**src/rtl/ws2812_pixel_feeder.sv**
```systemverilog
// ---------------------------------------------------------------------------
// ws2812_pixel_feeder
//   Upstream stage of the WS2812 serializer. Holds an LED_NUM x 24-bit pixel
//   RAM written by the host and streams one frame of pixels (index 0 first)
//   over a valid/ready handshake. A frame starts on an internal refresh tick
//   or on a host frame_req pulse. Host RGB is reordered to WS2812 wire order
//   GRB; the serializer shifts pix_data MSB (bit 23) first.
//
// Optional feature macro: WS2812_GAMMA_EN
//   Defined   : each 8-bit channel passes a 2.2 gamma ROM, adding one
//               register stage (state GAMMA) between FETCH and PRESENT.
//   Undefined : channels pass through unmodified.
//
// Parameters
//   LED_NUM     number of LEDs in the chain (>=1)
//   CLK_FRE     clk frequency in Hz
//   REFRESH_HZ  auto-refresh rate; 0 disables the refresh timer
//
// Ports
//   clk         system clock, all logic on posedge
//   rst_n       asynchronous active-low reset
//   wr_en       host pixel write strobe
//   wr_addr     LED index to write (>= LED_NUM is ignored)
//   wr_data     {R,G,B}
//   frame_req   1-cycle request to send a frame now
//   pix_valid   pix_data/pix_last valid toward serializer
//   pix_ready   serializer accepts the current pixel
//   pix_data    {G,R,B} of current LED
//   pix_last    current pixel is index LED_NUM-1
//   frame_busy  frame in progress (FETCH..DONE)
//   frame_done  1-cycle pulse after the last pixel transfer
// ---------------------------------------------------------------------------
module ws2812_pixel_feeder #(
    parameter int  LED_NUM    = 16,
    parameter int  CLK_FRE    = 27_000_000,
    parameter int  REFRESH_HZ = 30,
    localparam int AW         = (LED_NUM > 1) ? $clog2(LED_NUM) : 1
) (
    input  logic          clk,
    input  logic          rst_n,
    input  logic          wr_en,
    input  logic [AW-1:0] wr_addr,
    input  logic [23:0]   wr_data,
    input  logic          frame_req,
    output logic          pix_valid,
    input  logic          pix_ready,
    output logic [23:0]   pix_data,
    output logic          pix_last,
    output logic          frame_busy,
    output logic          frame_done
);

    localparam logic [AW-1:0] LAST = AW'(LED_NUM - 1);

`ifdef WS2812_GAMMA_EN
    typedef enum logic [2:0] {
        IDLE    = 3'd0,
        FETCH   = 3'd1,
        GAMMA   = 3'd2,
        PRESENT = 3'd3,
        DONE    = 3'd4
    } state_t;
`else
    typedef enum logic [2:0] {
        IDLE    = 3'd0,
        FETCH   = 3'd1,
        PRESENT = 3'd3,
        DONE    = 3'd4
    } state_t;
`endif

    state_t        state;
    logic [AW-1:0] index;
    logic          pending;
    logic          tick;
    logic          request;
    logic [23:0]   ram [LED_NUM];
    logic [23:0]   rd_q;
    logic [23:0]   pix_src;

    // ------------------------------------------------------------------
    // Refresh timer: free-running, the wrap cycle is the tick.
    // ------------------------------------------------------------------
    if (REFRESH_HZ > 0) begin : g_refresh
        localparam int PERIOD = (CLK_FRE / REFRESH_HZ > 1) ? CLK_FRE / REFRESH_HZ : 1;
        localparam int CW     = (PERIOD > 1) ? $clog2(PERIOD) : 1;
        localparam logic [CW-1:0] WRAP = CW'(PERIOD - 1);
        logic [CW-1:0] cnt;

        always_ff @(posedge clk or negedge rst_n) begin
            if (!rst_n)
                cnt <= '0;
            else if (cnt == WRAP)
                cnt <= '0;
            else
                cnt <= cnt + CW'(1);
        end

        assign tick = (cnt == WRAP);
    end else begin : g_no_refresh
        assign tick = 1'b0;
    end

    // Tick and frame_req in the same cycle collapse into one request.
    assign request = tick | frame_req;

    // ------------------------------------------------------------------
    // Pixel RAM. No reset so it maps onto block RAM; contents survive
    // rst_n. Read and write share the edge, so a same-address collision
    // returns the old word (read-first).
    // ------------------------------------------------------------------
    always_ff @(posedge clk) begin
        if (wr_en && (32'(wr_addr) < LED_NUM))
            ram[wr_addr] <= wr_data;
    end

    always_ff @(posedge clk or negedge rst_n) begin
        if (!rst_n)
            rd_q <= '0;
        else if (state == FETCH)
            rd_q <= ram[index];
    end

`ifdef WS2812_GAMMA_EN
    // out = round(255 * (in/255)^2.2), folded to constants at elaboration.
    logic [7:0]  gamma_rom [256];
    logic [23:0] gam_q;

    for (genvar g = 0; g < 256; g++) begin : g_gamma
        localparam real NORM = g / 255.0;
        localparam int  VAL  = $rtoi(255.0 * (NORM ** 2.2) + 0.5);
        assign gamma_rom[g] = 8'(VAL);
    end

    always_ff @(posedge clk or negedge rst_n) begin
        if (!rst_n)
            gam_q <= '0;
        else if (state == GAMMA)
            gam_q <= {gamma_rom[rd_q[23:16]], gamma_rom[rd_q[15:8]], gamma_rom[rd_q[7:0]]};
    end

    assign pix_src = gam_q;
`else
    assign pix_src = rd_q;
`endif

    // Source register only loads in FETCH/GAMMA, so data is stable in PRESENT.
    assign pix_data = {pix_src[15:8], pix_src[23:16], pix_src[7:0]};

    // ------------------------------------------------------------------
    // Frame sequencer
    // ------------------------------------------------------------------
    always_ff @(posedge clk or negedge rst_n) begin
        if (!rst_n) begin
            state      <= IDLE;
            index      <= '0;
            pending    <= 1'b0;
            pix_valid  <= 1'b0;
            pix_last   <= 1'b0;
            frame_busy <= 1'b0;
            frame_done <= 1'b0;
        end else begin
            frame_done <= 1'b0;

            // One-deep request memory; extra requests merge into it.
            if (request && state != IDLE)
                pending <= 1'b1;

            case (state)
                IDLE: begin
                    if (request || pending) begin
                        state      <= FETCH;
                        pending    <= 1'b0;
                        index      <= '0;
                        frame_busy <= 1'b1;
                    end
                end
                FETCH: begin
`ifdef WS2812_GAMMA_EN
                    state     <= GAMMA;
`else
                    state     <= PRESENT;
                    pix_valid <= 1'b1;
                    pix_last  <= (index == LAST);
`endif
                end
`ifdef WS2812_GAMMA_EN
                GAMMA: begin
                    state     <= PRESENT;
                    pix_valid <= 1'b1;
                    pix_last  <= (index == LAST);
                end
`endif
                PRESENT: begin
                    if (pix_ready) begin
                        pix_valid <= 1'b0;
                        pix_last  <= 1'b0;
                        if (index == LAST) begin
                            state      <= DONE;
                            frame_done <= 1'b1;
                        end else begin
                            index <= index + AW'(1);
                            state <= FETCH;
                        end
                    end
                end
                DONE: begin
                    frame_busy <= 1'b0;
                    state      <= IDLE;
                end
                default: state <= IDLE;
            endcase
        end
    end

endmodule

```
**config.mk**
```make
export PLATFORM = sky130hd
export DESIGN_NAME = ws2812_pixel_feeder
export DESIGN_NICKNAME = d
export VERILOG_FILES = /design/src/rtl/ws2812_pixel_feeder.sv
export SDC_FILE = /design/constraint.sdc
export NUM_CORES = 1
export LEC_CHECK = 0
export ABC_AREA = 0
export CORE_ASPECT_RATIO = 1.75
export CORE_MARGIN = 10
export CORE_UTILIZATION = 40
export CTS_BUF_LIST = sky130_fd_sc_hd__clkbuf_4 sky130_fd_sc_hd__clkbuf_8
export CTS_CLUSTER_DIAMETER = 80
export DETAILED_ROUTE_END_ITERATION = 8
export MAX_ROUTING_LAYER = met4
export PLACE_DENSITY = 0.55
export SLEW_MARGIN = 20
export SYNTH_ARGS = -nofsm -noshare
export SYNTH_HDL_FRONTEND = slang
export SYNTH_SLANG_ARGS = --single-unit
```
**constraint.sdc**
```tcl
create_clock -name clk -period 2.7 [get_ports clk]
set_clock_uncertainty 0.15 [all_clocks]
set_input_delay 0.54 -clock clk [delete_from_list [all_inputs] [get_ports clk]]
set_output_delay 0.54 -clock clk [all_outputs]
set_load 0.03 [all_outputs]
```
# [Word level (Yosys, flattened, before mapping)]
# Memories as Yosys holds them, arrays and structs flattened. A register that Yosys moved wholly into a read port is not among the register bits.
# Index checks and enable logic that the tools add are counted.
[op_classes] order_cmp=0 bitwise=1 n_reduce_logical=12 n_mul=0 muxes=22 n_eq_ne=8 n_shift=0 n_addsub=2 n_div=0
[op_table] operator="$add 20x1->20 const B" n=1
[op_table] operator="$eq 20x20->1 const B" n=1
[op_table] operator="$mux 20" n=1
[op_table] operator="$mux 4" n=3
[op_table] operator="$mux 1" n=10
[op_table] operator="$mux 3" n=3
[op_table] operator="$pmux 3 s3" n=1
[op_table] operator="$pmux 4 s2" n=1
[op_table] operator="$ne 2x2->1 const B" n=3
[op_table] operator="$pmux 1 s2" n=3
[op_table] operator="$reduce_and 2->1" n=3
[op_table] operator="$reduce_bool 2->1" n=3
[op_table] operator="$add 4x1->4 const B" n=1
[op_table] operator="$eq 4x4->1 const B" n=1
[op_table] operator="$reduce_and 4->1" n=1
[op_table] operator="$eq 3x1->1 const B" n=1
[op_table] operator="$eq 3x2->1 const B" n=1
[op_table] operator="$eq 3x3->1 const B" n=1
[op_table] operator="$logic_not 3->1" n=1
[op_table] operator="$reduce_bool 3->1" n=1
[op_table] operator="$logic_and 1x1->1" n=1
[op_table] operator="$logic_not 1->1" n=1
[op_table] operator="$logic_or 1x1->1" n=1
[op_table] operator="$or 1x1->1" n=1
[word_totals] memories=1 regBits=32 ram_bits=384 latch_bits=0 output_inout_bits=28 rom_bits=0 in_bits=33
[memory_table] memory="ram" words=16 word_bits=24 read_ports=1 rd_ports_with_merged_regs=1 write_ports=1 line="77" source="logic [23:0] ram [LED_NUM];"

# [Longest topological paths before layout]
# Gate-level depths: netlist (run 1).
[logic_depth] ltp_word=6 mapped_depth=7 depth_no_buf=6

# [Worst setup path before layout (run 1)]
# No wires, ideal clock.
[synth_path] path_kind="input to register" start="input wr_addr[2]" end="memory ram[0][0], enable pin" required_ps=2115 arrival_ps=2722 setup_ps=435 slack_ps=-607 path_buffers=0 stages=2 path_cell_list="or3b_2 -> nor3_1"
[synth_rtl] item="start, declared" line="42" source="input logic [AW-1:0] wr_addr,"
[synth_rtl] item="end, declared" line="77"
# No word-level cell before the write port.

# [Worst setup path in the final report (run 1)]
[layout_path] start="register rd_q[8], in the netlist pix_src[8] (read register of ram)" end="output pix_data[16]"
[layout_rtl] item="start, declared" line="78" source="logic [23:0] rd_q;"
[layout_rtl] item="end, declared" line="47" source="output logic [23:0] pix_data,"
# No word-level cell between the ends.

==> results of run 1 <==
## cells in the final DEF, fill, tap and decap left out, types with 7 or more instances in the layout
cell and n:
mux2i_1 24, clkdlybuf4s50_1 59, nand4_1 7, mux4_2 96
a21oi_1 28, clkbuf_4 23, buf_12 24, edfxtp_1 384
dfrtp_1 53, nor2_4 12, o22ai_1 25, nand2_1 14
nor2_1 17, clkbuf_8 63, buf_4 26, xnor2_1 9
nor3_1 10, clkinv_1 15, nand3_1 10, mux2_2 26
## final timing paths
| path | startpoint | end | cells past startpoint |
|---|---|---|---|
| max | pix_src[8] | pix_data[16] | 1 |
| min | rst_n | g_refresh.cnt[15] | 2 |
| max reg2reg | g_refresh.cnt[17] | g_refresh.cnt[9] | 5 |
| min reg2reg | pix_valid | pix_valid | 1 |
| max in group asynchronous | rst_n | pix_src[6] | 3 |
| min in group clk | pix_valid | pix_valid | 1 |
## cell type report
type,instances,share of cell area [%]
Antenna cell,3,0.0374
Clock buffer,86,5.18
Clock inverter,26,0.979
Inverter,6,0.112
Multi-Input combinational cell,329,19.4
Sequential cell,440,64.5
Tap cell,555,3.46
Timing Repair Buffer,111,6.38
## stage by stage
step | hold slack, ns | std cells
after global routing | 0.258 | 1556
after floorplan | 0.0944 | 810
after CTS | 0.205 | 1553
after global placement | 0.316 | 1440
after detailed placement | 0.322 | 1440
final | 0.236 | 1556
## sequential cells by signal, summed over array words and instances (netlist names)
register,count
ram,384
pix_src,24
g_refresh.cnt,20
index,4
state,3
frame_busy,1
frame_done,1
pending,1
pix_last,1
pix_valid,1
## cells by family after synthesis
| family | after synthesis | synth area share, % |
|---|---|---|
| flops | 440 | 76.7 |
| mux | 146 | 16.0 |
| simple gates | 99 | 3.00 |
| compound gates | 68 | 2.36 |
| buf+inv | 41 | 1.03 |
| xor+xnor | 14 | 0.728 |
| fa+ha+maj | 2 | 0.148 |
## report_power, final
part	internal, µW	switching, µW
logic	2150	2150
clock network	2770	2420
registers	7740	356
## metal layers
| metal | up-vias | routed length, µm |
|---|---|---|
| met5 | - | 0 |
| met4 | 0 | 951 |
| met3 | 63 | 1480 |
| met2 | 161 | 20600 |
| met1 | 4304 | 15200 |
| li1 | 3627 | - |
## timing repair
item / 4_1_cts / 5_1_grt
setup endpoints to repair: 0 / 0
hold endpoints to repair: 15 / 0
hold buffers: 1 / 0
==> out/metrics.csv, run 1 <==
metric,value,unit
dpl.hpwl,23600,µm
synth_top_flop_cell,edfxtp_1,
detailedRoute.firstPassIterationCount,5,
cp-end-kind,output port,
globalRouteMet1Util,18.0,%
postCtsSetupRepairBufs,0,
cts_resized,0,
num-fill-cells,3508,
synthDominantCellAreaShare,68.4,%
async_flop_share,12.7,%
max_cap_viol,0,
clock_tree_from_tritoncts,yes,
place_worst_setup_slack,0.154,ns
max_freq,401,MHz
status,"finished, final reports clean",
cts_made_buffers,61,
finalPower,17600,µW
path_clk_slew,0.07,ns
global_route.overflow_total,0,
grt_first_pass_wirelength,57500,µm
nets,984,
path_buf_inv,1,
slew_violations,0,
grt.met2_usage,26.6,%
clock_path_buffers,3,
postLayoutSetupSlackWorst,0.208,ns
clock_sinks,440,
die_area,51100,µm²
dr.first_iter.drc_count,617,
largest_net_degree_at_the_start_of_global_routing,76,
placement.cell_area,18800,µm²
hold_violations,0,
synthTopCellsByArea,"edfxtp_1 (68%), mux4_2 (13%), dfrtp_1 (8.3%)",
synthesis.nets,845,
cp-start-kind,register,
leakage,0.00651,µW
drt-wirelength-per-cell,24.5,µm
synth.avg_cell_area,20.8,µm²
ff_latch_area,12900,µm²
port_buffers,60,
yosys.area.top_type,edfxtp_1,
area_of_all_placed_cells_without_fillers,20100,µm²
multiInputGateArea,3890,µm²
setup_violations,0,
grtUsageTotal,15.4,%
ir_worst_vdd,0.452,mV
ctsRootBufferMaster,clkbuf_8,
max-slew-margin-rel,56.6,%
chipWidth,175,µm
clock_latency_reported_for_the_late_side_of_the_worst_skew_pair,0.63,ns
worstPathMaxFanout,2,
synth.top_cells.by_count,"edfxtp_1 (384), mux4_2 (96), dfrtp_1 (56), nor2_1 (30), a21oi_1 (28)",
hold_path_class,input pin to async pin,
route.vias.total,8155,
syn_inst,810,
area.growth.synth_to_final,19.1,%
cts.htree.levels,2,
ratio_of_routed_vias_to_standard_cells,5.24,
critPathSlowestCell,clkdlybuf4s50_1,
period_share,92.3,%
ios,61,
synth_seq_cells,440,
mapped_area,16900,µm²
initial_utilization,40.4,%
global_route.peak_usage_layer,met2,
post-route-min-period,2.49,ns
timing.setup.tns,0,ns
synth_edf_count,384,
arrival,1.80,ns
synth-warning-count,0,
drc,0,
rows,99,
finalWeightedCongestion,0.774,
power_density,875,nW/µm²
most_frequent_cell_after_synthesis,edfxtp_1,
yosys_cell_types,39,
seq_area_frac_synth,76.7,%
antenna_violations_before_repair,3,
rsz0062_at_grt,false,
final_cell_utilization_of_the_core,48.1,%
setup_crit_path_kind,register to output port,
route.final.wire_length,38100,µm
timing.critical_path.cells,clkdlybuf4s50_1,
final_layout_size_suffix_gt1_share,29.8,%
die_h,292,µm
route.antenna.remaining_nets,0,
reg2reg_setup_slack,0.30,ns
timing.critical_path.slowest_cell_delay,0.72,ns
first_global_vias,8970,
slew_at_the_pin_closest_to_its_max_slew_limit,0.650,ns
critPathTopFamily,buffers and inverters,
req_time_crit_path,2.01,ns
core_area,41700,µm²
grtUsageMet3,2.47,%
Note: power is estimated with default switching activity, not from simulation.
==> inputs of run 2 (changes only) <==
--- a/config.mk
+++ b/config.mk
@@ -10,7 +10,6 @@
 export CORE_MARGIN = 10
 export CORE_UTILIZATION = 40
 export CTS_BUF_LIST = sky130_fd_sc_hd__clkbuf_4 sky130_fd_sc_hd__clkbuf_8
-export CTS_CLUSTER_DIAMETER = 80
 export DETAILED_ROUTE_END_ITERATION = 8
 export MAX_ROUTING_LAYER = met4
 export PLACE_DENSITY = 0.55
==> results of run 2 <==
Final layout, timing and power as in run 1 (identical DEF).
